$ cat config.mk
export PLATFORM = sky130hd
export DESIGN_NAME = mem_master
export DESIGN_NICKNAME = d
export VERILOG_FILES = /design/src/rtl/mem_master.sv
export SDC_FILE = /design/constraint.sdc
export NUM_CORES = 1
export LEC_CHECK = 0
export ABC_AREA = 1
export BUFFER_PORTS_ARGS = -buffer_cell sky130_fd_sc_hd__buf_4
export CAP_MARGIN = 10
export CORE_UTILIZATION = 52
export CTS_BUF_LIST = sky130_fd_sc_hd__clkbuf_8
export CTS_CLUSTER_DIAMETER = 200
export DETAILED_ROUTE_END_ITERATION = 6
export GPL_TIMING_DRIVEN = 0
export PLACE_DENSITY = 0.82
export SKIP_LAST_GASP = 1
export SLEW_MARGIN = 5
export SYNTH_ARGS = -nofsm -noshare
export SYNTH_HDL_FRONTEND = slang
export SYNTH_SLANG_ARGS = --single-unit
export TNS_END_PERCENT = 20
$ cat constraint.sdc
create_clock -name clk -period 1.7 [get_ports clk]
set_clock_uncertainty 0.1 [all_clocks]
set_input_delay 0.085 -clock clk [delete_from_list [all_inputs] [get_ports clk]]
set_output_delay 0.085 -clock clk [all_outputs]
set_load 0.005 [all_outputs]
$ cat src/rtl/mem_master.sv
// Bus initiator for an 8-bit synchronous single-port RAM: turns 1- or 2-byte
// read/write requests into registered RAM bus cycles and returns a one-cycle response.
module mem_master #(
    parameter int ADDR_W = 12,
    parameter int DATA_W = 8
) (
    input  logic                  clk,
    input  logic                  reset,
    input  logic                  req_valid,
    output logic                  req_ready,
    input  logic                  req_we,
    input  logic                  req_len,
    input  logic [ADDR_W-1:0]     req_addr,
    input  logic [2*DATA_W-1:0]   req_wdata,
    output logic                  rsp_valid,
    output logic [2*DATA_W-1:0]   rsp_rdata,
    output logic [ADDR_W-1:0]     mem_addr,
    output logic [DATA_W-1:0]     mem_wdata,
    output logic                  mem_we,
    input  logic [DATA_W-1:0]     mem_rdata
);

    typedef enum logic [2:0] {
        S_IDLE,
        S_ACC0,
        S_ACC1,
        S_WAIT,
        S_RESP
    } state_t;

    state_t                state_q, state_d;
    logic                  we_q, we_d;
    logic                  len_q, len_d;
    logic [DATA_W-1:0]     wdata_hi_q, wdata_hi_d;
    logic [ADDR_W-1:0]     mem_addr_q, mem_addr_d;
    logic [DATA_W-1:0]     mem_wdata_q, mem_wdata_d;
    logic                  mem_we_q, mem_we_d;
    logic                  rsp_valid_q, rsp_valid_d;
    logic [2*DATA_W-1:0]   rsp_rdata_q, rsp_rdata_d;

    always_ff @(posedge clk or posedge reset) begin
        if (reset) begin
            state_q     <= S_IDLE;
            we_q        <= 1'b0;
            len_q       <= 1'b0;
            wdata_hi_q  <= '0;
            mem_addr_q  <= '0;
            mem_wdata_q <= '0;
            mem_we_q    <= 1'b0;
            rsp_valid_q <= 1'b0;
            rsp_rdata_q <= '0;
        end else begin
            state_q     <= state_d;
            we_q        <= we_d;
            len_q       <= len_d;
            wdata_hi_q  <= wdata_hi_d;
            mem_addr_q  <= mem_addr_d;
            mem_wdata_q <= mem_wdata_d;
            mem_we_q    <= mem_we_d;
            rsp_valid_q <= rsp_valid_d;
            rsp_rdata_q <= rsp_rdata_d;
        end
    end

    // Bus strobes default to idle each cycle; only the byte-load states reassert them.
    always_comb begin
        state_d     = state_q;
        we_d        = we_q;
        len_d       = len_q;
        wdata_hi_d  = wdata_hi_q;
        mem_addr_d  = mem_addr_q;
        mem_wdata_d = '0;
        mem_we_d    = 1'b0;
        rsp_valid_d = 1'b0;
        rsp_rdata_d = rsp_rdata_q;

        case (state_q)
            S_IDLE: begin
                if (req_valid) begin
                    we_d        = req_we;
                    len_d       = req_len;
                    wdata_hi_d  = req_wdata[2*DATA_W-1:DATA_W];
                    mem_addr_d  = req_addr;
                    mem_we_d    = req_we;
                    mem_wdata_d = req_we ? req_wdata[DATA_W-1:0] : '0;
                    state_d     = S_ACC0;
                end
            end
            S_ACC0: begin
                if (len_q) begin
                    mem_addr_d  = mem_addr_q + ADDR_W'(1);
                    mem_we_d    = we_q;
                    mem_wdata_d = we_q ? wdata_hi_q : '0;
                    state_d     = S_ACC1;
                end else if (we_q) begin
                    rsp_valid_d = 1'b1;
                    state_d     = S_RESP;
                end else begin
                    state_d = S_WAIT;
                end
            end
            S_ACC1: begin
                if (we_q) begin
                    rsp_valid_d = 1'b1;
                    state_d     = S_RESP;
                end else begin
                    // RAM output now carries byte A (addressed during ACC0).
                    rsp_rdata_d[DATA_W-1:0] = mem_rdata;
                    state_d                 = S_WAIT;
                end
            end
            S_WAIT: begin
                if (len_q) begin
                    rsp_rdata_d[2*DATA_W-1:DATA_W] = mem_rdata;
                end else begin
                    rsp_rdata_d = {{DATA_W{1'b0}}, mem_rdata};
                end
                rsp_valid_d = 1'b1;
                state_d     = S_RESP;
            end
            S_RESP: begin
                state_d = S_IDLE;
            end
            default: begin
                state_d = S_IDLE;
            end
        endcase
    end

    assign req_ready = (state_q == S_IDLE);
    assign rsp_valid = rsp_valid_q;
    assign rsp_rdata = rsp_rdata_q;
    assign mem_addr  = mem_addr_q;
    assign mem_wdata = mem_wdata_q;
    assign mem_we    = mem_we_q;

endmodule

==> run metrics, run 1 <==
outcome complete, no violations; Post-synth top flop dfrtp_1; worst path cell trace nor3_2, nand2_2, inv_2, buf_2, o21ai_0; synth-to-layout area growth 44.3%; FF/Latch Area 1280 sq um; Post-Syn Nets 330; Multi-input gate area 916 sq um; diode count 0; fillers 290; worst-case clock buffer depth 2; Mapped Cells 288; synth unique cells 28; cell area after synthesis 2400 sq um; Comb power frac 47.1%; Adder-Cell Fraction of Synth Area 0.521%; Seq pwr share 39.6%; Die Ht 69.9 um; CTS tree yes; num rows 24; CTS root buffer clkbuf_8; vias in the first global route 2368; Clock Power Share 13.3%; net switching power 2.13 mW; Req. time, crit path 1.77 ns; die area 4890 sq um; Vias/cell 5.33; maximum clock frequency 611 MHz; worst vdd ir 1.15 mV; final core occ 79.0%; Top delay family on crit path flip-flops; DP Cell Count 419; internal power 3.23 mW; global-route wire length before repair 10.8 mm; Reg clk slew, reported paths 0.09 ns; CTS Sinks 51; Max-Cap Viols 0; Slowest cell on crit path dfrtp_1; total power 5.36 mW; drt wl/cell 14.2 um; Final Routed Wirelength 6.46 mm; max incr delay on CP 0.45 ns; Worst-Skew Late Latency 0.30 ns; XOR/XNOR Fraction of Synth Area 0.730%; Total GRT Usage 27.7%; final worst path period share 96.3%; Initial Util 54.7%; Critical Path AT 1.71 ns; slew margin rel. 65.0%; Worst Tran Pin Value 0.525 ns; DR vias 2431; post-DP HPWL 3.99 mm; FF+latch count, synth 51; 1st-pass router iterations 4; initial antenna violation count 0; RSZ-0062 raised after global routing true; post-layout min period 1.64 ns; post-synthesis async set-or-reset flop share 100%; Slew Viols, Final 0; H-Tree Depth 2; IO Port Bufs 78; GP Congestion 0.820; Final Setup Violations 0; multiplexer share of the synthesized area 0%; DRC viols 0; DIE WIDTH 69.9 um; clock buffer count from CTS 5; antenna-violating nets left 0; Post-synth EDFFs 0; CP Capture Type register; part of the Yosys area used for sequential elements 53.2%; Ys Warns 0; Simple-Gate Fraction of Synth Area 24.9%; CP bufs+invs 2; GRT overflow 0; worst-path maximum fanout 10; Startpoint Class register; CP Class reg2reg; Sw Share 39.8%; core area 4380 sq um; Final Non-Filler Cells 456; largest net degree at the start of global routing 29; io pins 80; compound-gate portion of the synthesized area 11.8%; largest family of logic cells by synthesized area simple AND/OR/NAND/NOR gates; power density cells 1550 nW/um^2; layout cells sized above 1 26.7%; final hold violations 0; syn_area_per_cell 8.33 sq um; # Post-CTS Setup Buffers 0; Iter 0 DRT Violations 167; leakage power 1.77 nW; HP Class in2reg; nets 446
## final cells by class
class / count / area share (%)
buffer: 8 / 2.02
clock buffer: 6 / 2.38
inverter: 38 / 4.12
tap: 52 / 1.88
sequential: 51 / 36.8
clock inverter: 1 / 0.145
multi-input combinational: 191 / 26.4
timing repair buffer: 109 / 26.2
## metal layers
metal	track usage, %	vias to the layer above	wire length, um
li1	-	1147	-
met1	34.3	1163	2540
met2	47.5	99	3380
met3	6.35	22	376
met4	9.56	0	157
met5	0	-	0
## final timing paths
check / slack (ns) / endpoint / startpoint / cells past startpoint
min in group asynchronous: 0.33 / rsp_rdata[10] / reset / 3
max reg2reg: 0.06 / wdata_hi_q[0] / state_q[0] / 5
min: 0.006 / mem_addr[0] / req_addr[0] / 5
min reg2reg: 0.43 / rsp_rdata[8] / rsp_rdata[8] / 2
max: 0.06 / wdata_hi_q[0] / state_q[0] / 5
max in group asynchronous: 0.65 / state_q[0] / reset / 4
## state kept, by name, indices dropped and copies added (netlist names), 3 cells and up
name,count
mem_addr,12
mem_wdata,8
rsp_rdata,16
state_q,3
wdata_hi_q,8
## through the flow
stage	hold WS [ns]	setup slack (ns)	instance area, sq um	TNS [ns]
floorplan	0.106	0.270	2400	0
global placement	0.192	-0.342	3050	-17.38
detailed placement	0.0632	0.0878	3070	0
CTS	0.00421	0.0689	3460	0
global route	0.0248	-0.0473	3460	-0.189
finish	0.00560	0.0633	3460	0
## cell usage after synthesis, drive strengths merged, types with 2 or more instances
cell type / number / share of area (%)
o21a: 2 / 0.63
or2: 8 / 2.1
buf: 6 / 2.6
dfrtp: 51 / 53
nand3b: 2 / 0.63
o21ai: 41 / 8.6
nand4: 3 / 0.78
nand2: 73 / 12
nor2: 21 / 3.3
a21oi: 10 / 2.1
inv: 38 / 5.9
nand3: 25 / 5.7
clkbuf: 2 / 0.31
## tightest hold or removal path, delay by kind of cell
kind | cells | cell delay (ns)
AO/OA/AOI/OAI | 2 | 0.12
buffers and inverters | 1 | 0.08
AND/OR/NAND/NOR | 2 | 0.09
## cell families (layout without fill, tap and decap cells)
kind of cell    after synthesis  in the layout
simple gates                133            133
flops                        51             51
buf+inv                      46            162
fa+ha+maj                     1              1
compound gates               55             55
xor+xnor                      2              2
## timing repair
action	CTS	global route
resized for setup	0	3
endpoints found under the hold margin	60	0
hold buffers	30	0
setup endpoints to repair	0	15
## power groups by stage
stage                     logic (mW)  registers [mW]  clock network [mW]
after floorplan                 1.41            2.09                   0
after global placement          2.33            2.11                   0
after detailed placement        2.42            2.12                   0
after CTS                       2.48            2.10               0.717
after global routing            2.83            2.19               0.760
final                           2.52            2.12               0.715
## cell usage in the layout, fill, tap and decap left out
| master | synthesis | routed |
|---|---|---|
| a21oi_1 | 10 | 10 |
| a31oi_1 | 1 | 1 |
| buf_12 | 1 | 2 |
| buf_2 | 1 | 1 |
| buf_4 | 2 | 80 |
| buf_6 | 2 | 2 |
| clkbuf_1 | 2 | 2 |
| clkbuf_8 | 0 | 6 |
| clkinv_2 | 0 | 1 |
| dfrtp_1 | 51 | 51 |
| dlygate4sd3_1 | 0 | 30 |
| ha_1 | 1 | 1 |
| inv_1 | 35 | 34 |
| inv_2 | 3 | 4 |
| nand2_1 | 70 | 70 |
| nand2_2 | 2 | 2 |
| nand2_4 | 1 | 1 |
| nand3_1 | 24 | 23 |
| nand3_2 | 0 | 1 |
| nand3_4 | 1 | 1 |
| nand3b_1 | 2 | 2 |
| nand4_1 | 3 | 3 |
| nor2_1 | 21 | 21 |
| nor3_2 | 1 | 1 |
| o21a_1 | 2 | 2 |
| o21ai_0 | 40 | 38 |
| o21ai_1 | 1 | 3 |
| o31ai_1 | 1 | 1 |
| or2_1 | 2 | 2 |
| or2_2 | 6 | 6 |
| xnor2_1 | 1 | 1 |
| xor2_1 | 1 | 1 |
(Power assumes the default switching activity.)
==> run 2: changes to the inputs <==
REMOVE_ABC_BUFFERS = 1   (was not set)
SLEW_MARGIN = not set   (was 5)
==> run 2 against run 1 <==
  * Critical path type unchanged
  * Flip-flop and latch count stayed put
  * Clock-buffer cell count is 1 higher
  * The flow now finishes with violations (negative hold slack)
  * Largest power group unchanged
  * Power is 0.70% lower
  * Routed wire length is 8.8% lower
  * Die area stayed put
  * Largest cell class unchanged
==> run metrics, run 2 (synthesis results as in run 1) <==
outcome complete, but fails checks; failing checks negative hold slack; DRC viols 0; GRT overflow 0; CP Capture Type register; Worst Tran Pin Value 0.627 ns; RSZ-0062 raised after global routing true; layout cells sized above 1 27.5%; nets 441; worst-path maximum fanout 28; post-DP HPWL 3.73 mm; leakage power 1.76 nW; global-route wire length before repair 9.91 mm; final worst path period share 97.8%; Startpoint Class register; dpl ws -0.328 ns; Worst-Skew Late Latency 0.29 ns; post-layout min period 1.66 ns; worst vdd ir 0.900 mV; io pins 80; worst-case clock buffer depth 2; max layer used met4; Total GRT Usage 25.3%; hold_ws -0.00135 ns; met3 wire length 309 um; DP Cell Count 412; Vias/cell 5.09; num rows 24; core area 4380 sq um; Slew Viols, Final 0; 1st-pass router iterations 5; power density cells 1540 nW/um^2; CP Class reg2reg; M1 wire length 2.31 mm; drt wl/cell 13.0 um; clock buffer count from CTS 5; Final Routed Wirelength 5.89 mm; largest net degree at the start of global routing 29; CTS Sinks 51; Final Setup Violations 0; HP Class in2reg; diode count 0; GP Congestion 0.764; CTS tree yes; die area 4890 sq um; Largest register FFs 16; Critical Path AT 1.77 ns; most common cell after layout, fill and taps aside buf_4; Final Non-Filler Cells 452; WL met2 3.20 mm; antenna-violating nets left 0; vias in the first global route 2268; Iter 0 DRT Violations 153; IO Port Bufs 79; Initial Util 54.7%; Setup WS post-layout 0.0376 ns; initial antenna violation count 0; final hold violations 1; Die Ht 69.9 um; commonest non-fill, non-tap cells in the layout buf_4 (84), nand2_1 (69), dfrtp_1 (51), o21ai_0 (39), inv_1 (33); slew margin rel. 58.1%; Reg clk slew, reported paths 0.09 ns; CTS root buffer clkbuf_8; H-Tree Depth 2; DR vias 2302; DIE WIDTH 69.9 um; Max-Cap Viols 0; Req. time, crit path 1.81 ns; maximum clock frequency 602 MHz; synth-to-layout area growth 43.6%
-- run 2: worst paths after layout --
path / from / endpoint / slack [ns] / depth (start not counted)
min in group asynchronous: reset / mem_addr[9] / 0.34 / 3
worst max register to register: state_q[0] / mem_wdata[6] / 0.04 / 5
worst min-delay path: req_addr[3] / mem_addr[3] / -0.001 / 5
worst min register to register: rsp_rdata[13] / rsp_rdata[13] / 0.41 / 2
max in group asynchronous: reset / rsp_rdata[2] / 0.62 / 4
worst max-delay path: state_q[0] / mem_wdata[6] / 0.04 / 5
-- run 2: where the power goes --
group          internal (mW)  total (mW)  switching (mW)
Combinational           1.16        2.46            1.30
Sequential              1.72        2.12           0.404
Clock                  0.366       0.736           0.370
Total                   3.25        5.32            2.07
-- run 2: timing repair --
item	CTS	global route
setup endpoints to repair	20	45
gates resized for setup	5	4
hold buffers	27	0
pin swaps	1	1
buffers inserted	3	2
endpoints found under the hold margin	60	0
-- run 2: worst max-delay path, stage by stage, from the launching register on --
cell and delay [ns]:
dfrtp_1 0.46, nor3_2 0.30, nand2_2 0.12, inv_2 0.33, nand3_1 0.13, o21ai_1 0.13
-- run 2: stage by stage --
stage	power (mW)	instance area (sq um)	setup TNS [ns]	util, %
global route	5.78	3450	-0.871	78.6
floorplan	3.35	2330	0	-
CTS	5.26	3420	0	78.1
detailed placement	4.38	3020	-3.27	68.8
global placement	4.26	2990	-21.74	68.2
finish	5.32	3450	0	78.6
-- run 2: routing by layer --
layer | vias up | track usage, %
met5 | - | 0
met4 | 0 | 7.33
met3 | 10 | 5.34
met2 | 66 | 46.6
met1 | 1085 | 29.3
li1 | 1141 | -
-- run 2: layout make-up --
class,count,area (sq um)
flip-flops and latches,51,1280
fillers,300,937
repair buffers,112,928
multi-input cells,191,918
inverters,38,159
clock buffers,7,96.3
well taps,52,65.1
clock inverters,1,3.75
==> run 3: changes to the inputs <==
BUFFER_PORTS_ARGS = -buffer_cell sky130_fd_sc_hd__buf_2   (was -buffer_cell sky130_fd_sc_hd__buf_4)
CORE_ASPECT_RATIO = 0.9   (was not set)
CORE_UTILIZATION = 50   (was 52)
CTS_BUF_LIST = not set   (was sky130_fd_sc_hd__clkbuf_8)
PLACE_DENSITY = 0.79   (was 0.82)
==> run 3 against run 2 <==
  * The flow now finishes without violations
  * Sequential power shrank 2%
  * Combinational power shrank 10%
  * Sequential share of layout area grew 2.2 points
  * Cell count rose by 2.4%
==> run metrics, run 3 (synthesis results as in run 1) <==
outcome complete, no violations; reg2reg setup slack 0.13 ns; setup_tns 0 ns; dpl ws -0.282 ns; most common cell after layout, fill and taps aside buf_2; largest net degree at the start of global routing 37; CTS Sinks 51; Iter 0 DRT Violations 88; Die Ht 67.7 um; maximum clock frequency 635 MHz; final worst path period share 92.6%; io pins 80; H-Tree Depth 2; global-route wire length before repair 9.32 mm; R2R cell count 8; WHS Path Cells 5; leakage power 1.70 nW; hold_ws 0.0183 ns; Req. time, crit path 1.79 ns; initial antenna violation count 0; Startpoint Class register; num rows 23; Worst Tran Pin Value 0.411 ns; Final Non-Filler Cells 463; final hold violations 0; worst vdd ir 0.908 mV; GR peak layer met2; worst-case clock buffer depth 2; post-DP HPWL 3.44 mm; met1 usage 30.0%; post-route cell area 3260 sq um; DIE WIDTH 75.0 um; Final Setup Violations 0; total power 4.93 mW; DR vias 2284; Final Routed Wirelength 5.58 mm; 1st-pass router iterations 4; diode count 0; CP Capture Type register; core area 4520 sq um; Vias/cell 4.93; drt wl/cell 12.0 um; worst-path maximum fanout 23; Reg clk slew, reported paths 0.08 ns; synth-to-layout area growth 35.7%; HP Class in2reg; RSZ-0062 raised after global routing true; Critical Path AT 1.66 ns; slew margin rel. 72.5%; die area 5080 sq um; Slew Viols, Final 0; IO Port Bufs 79; Worst-Skew Late Latency 0.29 ns; CTS tree yes; Initial Util 53.1%; commonest non-fill, non-tap cells in the layout buf_2 (79), nand2_1 (70), dfrtp_1 (51), o21ai_0 (40), inv_1 (33); placed inst area 2820 sq um; vias in the first global route 2237; nets 444; CP Class reg2reg; DRC viols 0; GP Congestion 0.755; post-layout min period 1.57 ns; Max-Cap Viols 0; GRT overflow 0; Largest register FFs 16; power density cells 1510 nW/um^2; clock buffer count from CTS 5; CTS root buffer clkbuf_8; layout cells sized above 1 26.4%; antenna-violating nets left 0; DP Cell Count 422; Total GRT Usage 24.6%; final core occ 72.1%; routing usage on met3 5.37%; Setup WS post-layout 0.126 ns; met2 Track Usage GR 44.3%
==> run 3: changes by cell type in the layout (fill, tap and decap cells not counted) <==
| cell | delta |
|---|---|
| nand2_2 | -1 |
| o21ai_1 | -1 |
| nand2_1 | +1 |
| buf_16 | -1 |
| inv_2 | -2 |
| buf_4 | -79 |
| buf_12 | +1 |
| clkbuf_1 | +1 |
| clkbuf_8 | -2 |
| buf_2 | +79 |
| dlygate4sd3_1 | +3 |
| o21ai_0 | +1 |
| clkinv_2 | +1 |
==> run 3: per-layer routing <==
metal  wire length, um  part of all wire, %
met4                 8                 0.14
met1              2500                   45
met2              2820                   51
met3               242                  4.3
met5                 0                    0
==> run 3: path summary, 6_finish.rpt <==
kind,from,end
min,req_addr[0],mem_addr[0]
max in group asynchronous,reset,mem_wdata[3]
min in group asynchronous,reset,rsp_rdata[2]
max reg2reg,state_q[2],mem_addr[7]
max,state_q[2],mem_addr[7]
min reg2reg,rsp_rdata[15],rsp_rdata[15]
==> run 3: layout make-up <==
type | count | area, sq um
Clock buffer | 6 | 72.6
Fill cell | 370 | 1260
Inverter | 38 | 160
Multi-Input combinational cell | 191 | 916
Sequential cell | 51 | 1280
Tap cell | 62 | 77.6
Timing Repair Buffer | 115 | 753
==> run 3: power breakdown <==
group          internal [mW]  switching, mW
Sequential              1.72          0.362
Clock                  0.275          0.361
Combinational          0.951           1.26
==> run 3: repair_timing <==
| item | 4_1_cts | 5_1_grt |
|---|---|---|
| endpoints found under the hold margin | 88 | 0 |
| buffers inserted | 4 | 1 |
| setup endpoints to repair | 20 | 26 |
| hold buffers | 30 | 0 |
| pin swaps | 1 | 1 |
| resized for setup | 4 | 3 |
==> run 3: worst max-delay path, cell delays in order, from the launching register on <==
cell and delay [ns]:
dfrtp_1 0.39, inv_1 0.14, nand3_4 0.14, clkinv_8 0.12, nand2_1 0.09, nand2_4 0.11
clkinvlp_4 0.17, a21oi_1 0.15, nor2_1 0.05
